**config.mk**
```make
export PLATFORM = sky130hd
export DESIGN_NAME = rst_seq_sync
export DESIGN_NICKNAME = d
export VERILOG_FILES = /design/src/rtl/rst_seq_pkg.sv /design/src/rtl/rst_sync_chain.sv /design/src/rtl/rst_seq_sync.sv
export SDC_FILE = /design/constraint.sdc
export NUM_CORES = 1
export LEC_CHECK = 0
export ABC_CLOCK_PERIOD_IN_PS = 1900
export CORE_AREA = 2 2 39 41
export CTS_CLUSTER_DIAMETER = 80
export DETAILED_ROUTE_END_ITERATION = 12
export DIE_AREA = 0 0 41 43
export PLACE_DENSITY = 0.67
export SYNTH_ARGS = -nofsm -noshare
export SYNTH_HDL_FRONTEND = slang
export SYNTH_SLANG_ARGS = --single-unit
```
**constraint.sdc**
```tcl
create_clock -name clk -period 1.9 [get_ports clk]
set_input_delay 0.57 -clock clk [delete_from_list [all_inputs] [get_ports clk]]
set_output_delay 0.57 -clock clk [all_outputs]
set_load 0.01 [all_outputs]
```
**src/rtl/rst_seq_pkg.sv**
```systemverilog
// Shared types and helpers for the sequenced reset release block.
// Optional feature macro used by the top: RST_SEQ_SWRST_EN (software restart request).
package rst_seq_pkg;

   // Sequencer states: waiting for the synchronizer, releasing channels, finished.
   typedef enum logic [1:0] {
      HOLD    = 2'd0,
      RELEASE = 2'd1,
      DONE    = 2'd2
   } state_e;

   // Width of the release counter: it must hold values 0 .. num_ch*dly_cyc.
   function automatic int cnt_width(input int num_ch, input int dly_cyc);
      int w;
      w = $clog2(num_ch * dly_cyc + 1);
      return (w < 1) ? 1 : w;
   endfunction

endpackage

```
**src/rtl/rst_sync_chain.sv**
```systemverilog
// Reset synchronizer: shifts a constant 1 through NUM_STAGES flops that are
// cleared asynchronously by reset, so sync_ok rises synchronously to clk.
module rst_sync_chain
   import rst_seq_pkg::*;
#(
   parameter int NUM_STAGES = 2
) (
   input  logic clk,
   input  logic reset,
   output logic sync_ok
);

   logic [NUM_STAGES-1:0] stage_q;

   // Shift register of ones, cleared on reset assertion.
   always_ff @(posedge clk or negedge reset) begin
      if (!reset) begin
         stage_q <= '0;
      end else begin
         stage_q <= {stage_q[NUM_STAGES-2:0], 1'b1};
      end
   end

   assign sync_ok = stage_q[NUM_STAGES-1];

endmodule

```
**src/rtl/rst_seq_sync.sv**
```systemverilog
// Sequenced reset release: after the asynchronous reset is synchronized,
// releases NUM_CH active-low channel resets one by one, DLY_CYC clocks apart,
// then raises rst_done together with the last channel.
// Optional macro RST_SEQ_SWRST_EN adds the synchronous sw_rst_req input that
// drops all channels and restarts the sequence without touching the synchronizer.
//
// Timing reference: T0 is the edge at which the sequence starts. On a cold
// start T0 is the edge at which sync_ok itself rises, which the FSM can only
// observe one edge later; the counter therefore tracks "edges elapsed since T0"
// and is loaded with 1 in that case. After a software restart sync_ok is
// already high, so the leaving edge is T0 itself and the counter loads 0.
module rst_seq_sync
   import rst_seq_pkg::*;
#(
   parameter int NUM_STAGES = 2,
   parameter int NUM_CH     = 3,
   parameter int DLY_CYC    = 4
) (
   input  logic              clk,
   input  logic              reset,
`ifdef RST_SEQ_SWRST_EN
   input  logic              sw_rst_req,
`endif
   output logic [NUM_CH-1:0] SYNC_RST,
   output logic              rst_done
);

   localparam int               CNT_W     = cnt_width(NUM_CH, DLY_CYC);
   localparam logic [CNT_W-1:0] CNT_TOTAL = CNT_W'(NUM_CH * DLY_CYC);

   logic              sync_ok;
   logic              sw_req_s;
   logic              cold_s;
   logic [CNT_W-1:0]  cnt_lead_s;

   state_e            state_q, state_d;
   logic [CNT_W-1:0]  cnt_q, cnt_d;
   logic [NUM_CH-1:0] sync_rst_q, sync_rst_d;
   logic              rst_done_q, rst_done_d;

   rst_sync_chain #(
      .NUM_STAGES (NUM_STAGES)
   ) u_sync (
      .clk     (clk),
      .reset   (reset),
      .sync_ok (sync_ok)
   );

`ifdef RST_SEQ_SWRST_EN
   logic sw_prev_q;

   // Remember whether the previous edge carried a software request; if it did
   // not, a sync_ok seen now rose at that previous edge (cold start).
   always_ff @(posedge clk or negedge reset) begin
      if (!reset) begin
         sw_prev_q <= 1'b0;
      end else begin
         sw_prev_q <= sw_rst_req;
      end
   end

   assign sw_req_s = sw_rst_req;
   assign cold_s   = ~sw_prev_q;
`else
   assign sw_req_s = 1'b0;
   assign cold_s   = 1'b1;
`endif

   // Elapsed-edge count loaded when leaving HOLD: 1 on a cold start, 0 after a software restart.
   assign cnt_lead_s = CNT_W'(cold_s);

   // Next-state, counter and output computation for the release sequencer.
   always_comb begin
      state_d    = state_q;
      cnt_d      = cnt_q;
      sync_rst_d = sync_rst_q;
      rst_done_d = rst_done_q;

      if (sw_req_s) begin
         state_d    = HOLD;
         cnt_d      = '0;
         sync_rst_d = '0;
         rst_done_d = 1'b0;
      end else begin
         case (state_q)
            HOLD: begin
               if (sync_ok) begin
                  cnt_d   = cnt_lead_s;
                  state_d = (cnt_d == CNT_TOTAL) ? DONE : RELEASE;
               end else begin
                  cnt_d   = '0;
                  state_d = HOLD;
               end
            end
            RELEASE: begin
               if (cnt_q != CNT_TOTAL) begin
                  cnt_d = cnt_q + CNT_W'(1);
               end else begin
                  cnt_d = cnt_q;
               end
               state_d = (cnt_d == CNT_TOTAL) ? DONE : RELEASE;
            end
            DONE: begin
               cnt_d   = cnt_q;
               state_d = DONE;
            end
            default: begin
               cnt_d   = '0;
               state_d = HOLD;
            end
         endcase

         if (state_d != HOLD) begin
            // Channel k is released once DLY_CYC*(k+1) edges have elapsed since T0.
            for (int k = 0; k < NUM_CH; k++) begin
               sync_rst_d[k] = (cnt_d >= CNT_W'((k + 1) * DLY_CYC));
            end
            rst_done_d = (state_d == DONE);
         end else begin
            sync_rst_d = '0;
            rst_done_d = 1'b0;
         end
      end
   end

   // Sequencer state, counter and registered outputs, cleared asynchronously by reset.
   always_ff @(posedge clk or negedge reset) begin
      if (!reset) begin
         state_q    <= HOLD;
         cnt_q      <= '0;
         sync_rst_q <= '0;
         rst_done_q <= 1'b0;
      end else begin
         state_q    <= state_d;
         cnt_q      <= cnt_d;
         sync_rst_q <= sync_rst_d;
         rst_done_q <= rst_done_d;
      end
   end

   assign SYNC_RST = sync_rst_q;
   assign rst_done = rst_done_q;

endmodule

```
==> flow_metrics.env, run 1 <==
export IMPL_status="completed"
export IMPL_synth_area_leaders="dfrtp_1 (52%), inv_1 (5.2%), ha_1 (4.3%), nand2b_1 (3.2%), a31o_1 (3.0%)"
export IMPL_synth_edf_count=0
export IMPL_timing_final_hold_violations=0
export IMPL_drive_gt1_share_pct=12.31
export IMPL_maxCapViolCount=0
export IMPL_io_buffers=5
export IMPL_dieArea_sq_um=1763
export IMPL_synth_distinct_cells=26
export IMPL_root_buffer="clkbuf_4"
export IMPL_preCtsSetupSlack_ns=0.3349
export IMPL_drv_slew=0
export IMPL_rr_worst_depth=6
export IMPL_vias=420
export IMPL_placed_cell_area_sq_um=640.6
export IMPL_diodes=0
export IMPL_cts_path_max_buffers=2
export IMPL_core_area_sq_um=1384
export IMPL_dr_pass1_iters=4
export IMPL_drtIter0Drc=6
export IMPL_nNetsFinal=70
export IMPL_post_place_cells=77
export IMPL_grt_pass1_wl_mm=1.504
export IMPL_slew_headroom_pct=65.44
export IMPL_critPathCaptureType="output port"
export IMPL_syn_inst=57
export IMPL_ys_ff_latch=12
export IMPL_fmaxAchievable_ghz=0.5894
export IMPL_slowest_stage="clkdlybuf4s50_1"
export IMPL_cp_start_kind="flop"
export IMPL_fin_setup_tns_ns=0
export IMPL_nFillCells=132
export IMPL_crit_cells=1
export IMPL_netlist_area_sq_um=581.8
export IMPL_async_flop_share_pct=100.0
export IMPL_leakage_uw=0.0003190
export IMPL_crit_chain="clkdlybuf4s50_1"
export IMPL_grt_pass1_vias=370
export IMPL_grtUsageTotal_pct=13.92
export IMPL_final_util_pct=48.92
export IMPL_hp_class="reg2reg"
export IMPL_area_delta_synth_final_pct=16.34
export IMPL_cts_tree="built"
export IMPL_cts_buffers=3
export IMPL_synth_nets=61
export IMPL_place_congestion=0.7477
export IMPL_finalCritPeriodShare_pct=89.30
export IMPL_initial_utilization_pct=42.04
export IMPL_rrSetupSlack_ns=0.32
export IMPL_drtAntennaViolNets=0
export IMPL_finalSetupViolations=0
export IMPL_setup_slack_ns=0.2034
export IMPL_syn_area_per_cell_sq_um=10.21
export IMPL_r2r_start="cnt_q[0]$_DFF_PN0_"
export IMPL_r2r_end="state_q[1]$_DFF_PN0_"
export IMPL_cts_setup_buffers=0
export IMPL_path_clk_slew_ns=0.07
export IMPL_min_period_ns=1.697
export IMPL_cp_top_family="buffers and inverters"
export IMPL_p_per_area_nw_per_um2=1679
export IMPL_synthDominantCellAreaShare_pct=51.61
export IMPL_stdcell_count=81
export IMPL_yosys_top_cells_count="dfrtp_1 (12), inv_1 (8), nor2_1 (4)"
export IMPL_critPathMaxStageDelay_ns=0.53
export IMPL_yosysTopAreaCell="dfrtp_1"
export IMPL_worst_pin_slew_ns=0.5168
export IMPL_cp_startpoint="SYNC_RST[1]$_DFF_PN0_"
export IMPL_hpwl_microns=697.4
export IMPL_viasPerCell=5.185
export IMPL_path_class="reg2out"
export IMPL_die_h_microns=43
export IMPL_htree_levels=1
export IMPL_overflow=0
export IMPL_peakVddDrop_mv=0.7624
export IMPL_rsz0062_at_grt="no"
export IMPL_seqCellArea_sq_um=300.3
export IMPL_ctsResizeCount=0
export IMPL_worst_path_buf_inv=1
export IMPL_yosysMostFrequentCell="dfrtp_1"
export IMPL_antenna_found_initial=0
export IMPL_io_pins=6
export IMPL_final_cell_area_sq_um=676.9
export IMPL_routed_wl_microns=958
export IMPL_wl_per_cell_microns=11.83
export IMPL_cts_hold_fix_buffers=0
export IMPL_crit_fanout=1
export IMPL_multi_input_area_sq_um=240.2
export IMPL_worstPathRequired_ns=1.33
export IMPL_fin_skew_ns=0.003061
export IMPL_std_cell_rows=14
export IMPL_hold_path_startpoint="u_sync.stage_q[0]$_DFF_PN0_"
export IMPL_yosys_most_used_dff="dfrtp_1"
export IMPL_dieWidth_microns=41
export IMPL_ys_warnings_count=0
export IMPL_cts_sinks=12
export IMPL_drc=0
export IMPL_cp_endpoint="SYNC_RST[1]"
export IMPL_ys_seq_area_share_pct=51.61
export IMPL_clkLatencyLatePin_ns=0.26
export IMPL_grt_max_degree=13
export IMPL_cp_arrival_ns=1.13
## registers in the layout, summed over array words and instances, names as in the netlist
name,cells
cnt_q,4
SYNC_RST,3
state_q,2
u_sync.stage_q,2
rst_done,1
## kinds of logic after synthesis
group | share of synthesized area (%)
AND/OR/NAND/NOR | 16.56
buffers and inverters | 7.097
adder cells (fa/ha/maj) | 4.300
flip-flops | 51.61
other | 0.6445
multiplexers | 1.720
AO/OA/AOI/OAI | 18.06
## area by class of cell
type / instances / area share (%)
sequential: 12 / 44.36
clock buffer: 4 / 5.360
timing repair buffer: 5 / 7.394
multi-input combinational: 36 / 35.49
inverter: 8 / 4.436
tap: 16 / 2.957
## stage by stage
step | power [uW] | hold WS (ns)
after detailed placement | 945.9 | 0.3460
after floorplan | 809.2 | 0.2744
after global routing | 1225 | 0.3754
final | 1136 | 0.3574
after CTS | 1148 | 0.3618
after global placement | 939.5 | 0.3351
## report_power, final
part	leakage (uW)	total (uW)	switching (uW)	internal, uW
logic	0.000150	502	269	233
clock network	0.0000210	191	74.5	116
registers	0.000148	443	96.8	346
## cell usage in the layout (no fill, tap or decap)
cell / n
a31o_1: 2
a31oi_2: 1
a211oi_2: 1
nor2_1: 4
dfrtp_1: 12
nor3_1: 1
and4b_1: 1
a211oi_1: 1
o21ai_1: 3
clkbuf_8: 1
and2_1: 1
inv_1: 8
nand3b_1: 1
and2b_1: 1
a21oi_2: 1
conb_1: 1
a31oi_1: 1
clkdlybuf4s50_1: 5
clkbuf_4: 3
a21oi_1: 1
nand2_1: 3
nand3_1: 3
o22ai_1: 1
o21ai_0: 1
ha_1: 2
nand2b_1: 3
mux2i_1: 1
o21ai_2: 1
## worst min path at each step
stage,endpoint,slack (ns),cells after the start
after CTS,u_sync.stage_q[1]$_DFF_PN0_,0.36,0
after global routing,u_sync.stage_q[1]$_DFF_PN0_,0.38,0
after floorplan,SYNC_RST[0]$_DFF_PN0_,0.27,0
after detailed placement,u_sync.stage_q[1]$_DFF_PN0_,0.35,0
after global placement,u_sync.stage_q[1]$_DFF_PN0_,0.34,0
final,u_sync.stage_q[1]$_DFF_PN0_,0.36,0
## per-layer routing
metal  vias up  GRT usage, %  share of wire (%)
met3         4         3.665                5.5
met2         9         18.75                 45
met5         -             0                  0
li1        210             -                  -
met1       197         16.49                 46
met4         0         14.00                3.5
Note: power is estimated with default switching activity, not from simulation.
==> run 2, diff against run 1 <==
--- a/config.mk
+++ b/config.mk
@@ -6,10 +6,10 @@
 export NUM_CORES = 1
 export LEC_CHECK = 0
 export ABC_CLOCK_PERIOD_IN_PS = 1900
-export CORE_AREA = 2 2 39 41
+export CORE_AREA = 3 3 40 42
 export CTS_CLUSTER_DIAMETER = 80
 export DETAILED_ROUTE_END_ITERATION = 12
-export DIE_AREA = 0 0 41 43
+export DIE_AREA = 0 0 43 45
 export PLACE_DENSITY = 0.67
 export SYNTH_ARGS = -nofsm -noshare
 export SYNTH_HDL_FRONTEND = slang
==> flow_metrics.env, run 2 (same netlist as run 1, synthesis figures left out) <==
export IMPL_status="completed"
export IMPL_place_congestion=0.7348
export IMPL_grtUsageTotal_pct=12.52
export IMPL_hold_path_startpoint="u_sync.stage_q[0]$_DFF_PN0_"
export IMPL_finalCritPeriodShare_pct=88.64
export IMPL_worstPathRequired_ns=1.33
export IMPL_fin_setup_tns_ns=0
export IMPL_root_buffer="clkbuf_4"
export IMPL_path_clk_slew_ns=0.07
export IMPL_worst_pin_slew_ns=0.5209
export IMPL_timing_final_hold_violations=0
export IMPL_ctsResizeCount=0
export IMPL_seq_power_share_pct=40.3
export IMPL_wl_per_cell_microns=12.03
export IMPL_r2r_start="cnt_q[0]$_DFF_PN0_"
export IMPL_initial_utilization_pct=45.28
export IMPL_grt_pass1_wl_mm=1.697
export IMPL_final_cell_mix="dfrtp_1 (12), inv_1 (8), clkdlybuf4s50_1 (5), nor2_1 (4)"
export IMPL_nNetsFinal=70
export IMPL_fin_skew_ns=0.001398
export IMPL_cp_top_family="buffers and inverters"
export IMPL_dieWidth_microns=43
export IMPL_io_buffers=5
export IMPL_hp_class="reg2reg"
export IMPL_grt_pass1_vias=365
export IMPL_drtAntennaViolNets=0
export IMPL_p_per_area_nw_per_um2=1634
export IMPL_fmaxAchievable_ghz=0.5938
export IMPL_overflow=0
export IMPL_cts_hold_fix_buffers=0
export IMPL_routed_wl_microns=950
export IMPL_vias=399
export IMPL_cp_arrival_ns=1.11
export IMPL_core_area_sq_um=1285
export IMPL_p_clk_share_pct=13.8
export IMPL_dr_pass1_iters=4
export IMPL_drc=0
export IMPL_drive_gt1_share_pct=10.94
export IMPL_crit_chain="clkdlybuf4s50_1"
export IMPL_htree_levels=1
export IMPL_final_util_pct=51.51
export IMPL_switchingPower_uw=430.6
export IMPL_grt_max_degree=13
export IMPL_drv_slew=0
export IMPL_crit_fanout=1
export IMPL_die_h_microns=45
export IMPL_cts_sinks=12
export IMPL_slowest_stage="clkdlybuf4s50_1"
export IMPL_slew_headroom_pct=65.16
export IMPL_viasPerCell=5.051
export IMPL_diodes=0
export IMPL_peakVddDrop_mv=0.7746
export IMPL_antenna_found_initial=0
export IMPL_cts_path_max_buffers=2
export IMPL_largest_reg_flops=4
export IMPL_power_share_switching_pct=39.82
export IMPL_critPathCaptureType="output port"
export IMPL_hpwl_microns=734.7
export IMPL_rsz0062_at_grt="no"
export IMPL_cts_tree="built"
export IMPL_cp_startpoint="SYNC_RST[0]$_DFF_PN0_"
export IMPL_cp_start_kind="flop"
export IMPL_cts_buffers=3
export IMPL_cts_setup_buffers=0
export IMPL_p_int_uw=650.8
export IMPL_critPathMaxStageDelay_ns=0.53
export IMPL_dieArea_sq_um=1935
export IMPL_leakage_uw=0.0003118
export IMPL_path_class="reg2out"
export IMPL_drtIter0Drc=6
export IMPL_std_cell_rows=13
export IMPL_maxCapViolCount=0
export IMPL_clkLatencyLatePin_ns=0.26
export IMPL_layout_commonest_cell="dfrtp_1"
export IMPL_io_pins=6
export IMPL_min_period_ns=1.684
export IMPL_worst_path_buf_inv=1
export IMPL_area_delta_synth_final_pct=13.76
export IMPL_finalSetupViolations=0
export IMPL_largest_register="cnt_q"
export IMPL_p_comb_share_pct=45.9
run 2: changes by cell type in the layout (fill, tap and decap cells not counted), sizes merged:
cell	before	now
clkbuf	4	3
run 2: path summary, 6_finish.rpt:
| kind | endpoint | slack (ns) | cells past startpoint |
|---|---|---|---|
| setup / recovery | SYNC_RST[0] | 0.22 | 1 |
| hold / removal | u_sync.stage_q[1]$_DFF_PN0_ | 0.35 | 0 |
| setup reg to reg | SYNC_RST[0]$_DFF_PN0_ | 0.33 | 6 |
| hold reg to reg | u_sync.stage_q[1]$_DFF_PN0_ | 0.35 | 0 |
| max in group asynchronous | cnt_q[1]$_DFF_PN0_ | 0.90 | 1 |
| min in group asynchronous | state_q[0]$_DFF_PN0_ | 0.65 | 1 |
run 2: area by class of cell:
cell class,instances,area (sq um)
Fill cell,121,623.1
Tap cell,15,18.77
Sequential cell,12,300.3
Multi-Input combinational cell,36,240.2
Clock buffer,3,22.52
Timing Repair Buffer,5,50.05
Inverter,8,30.03
run 2: worst reg2reg max path, stage by stage (launching register included):
cell	delay, ns
dfrtp_1	0.46
inv_1	0.07
ha_1	0.25
and4b_1	0.26
o21ai_1	0.07
a21oi_2	0.26
nand2_1	0.08
run 2: power groups by stage:
stage          clock [uW]  sequential (uW)  combinational, uW
2_1_floorplan           0              430                379
5_1_grt               164              455                577
3_3_place_gp            0              443                492
4_1_cts               154              436                508
6_report              149              436                497
3_5_place_dp            0              442                503
run 2: through the flow:
step           setup WS (ns)  hold WS, ns  instances  power (uW)  instance area, sq um
2_1_floorplan         0.4832       0.2744         57       809.2                 581.8
3_3_place_gp          0.3614       0.3342         76       935.4                 639.4
3_5_place_dp          0.3277       0.3405         76       945.7                 639.4
4_1_cts               0.2009       0.3560         79        1098                 661.9
5_1_grt               0.1613       0.3568         79        1196                 661.9
6_report              0.2159       0.3530         79        1081                 661.9
run 2: layer usage:
metal	track usage, %	wire length, microns
met5	0	0
met4	7.229	10
met3	5.976	60
met2	15.27	387
met1	17.68	490
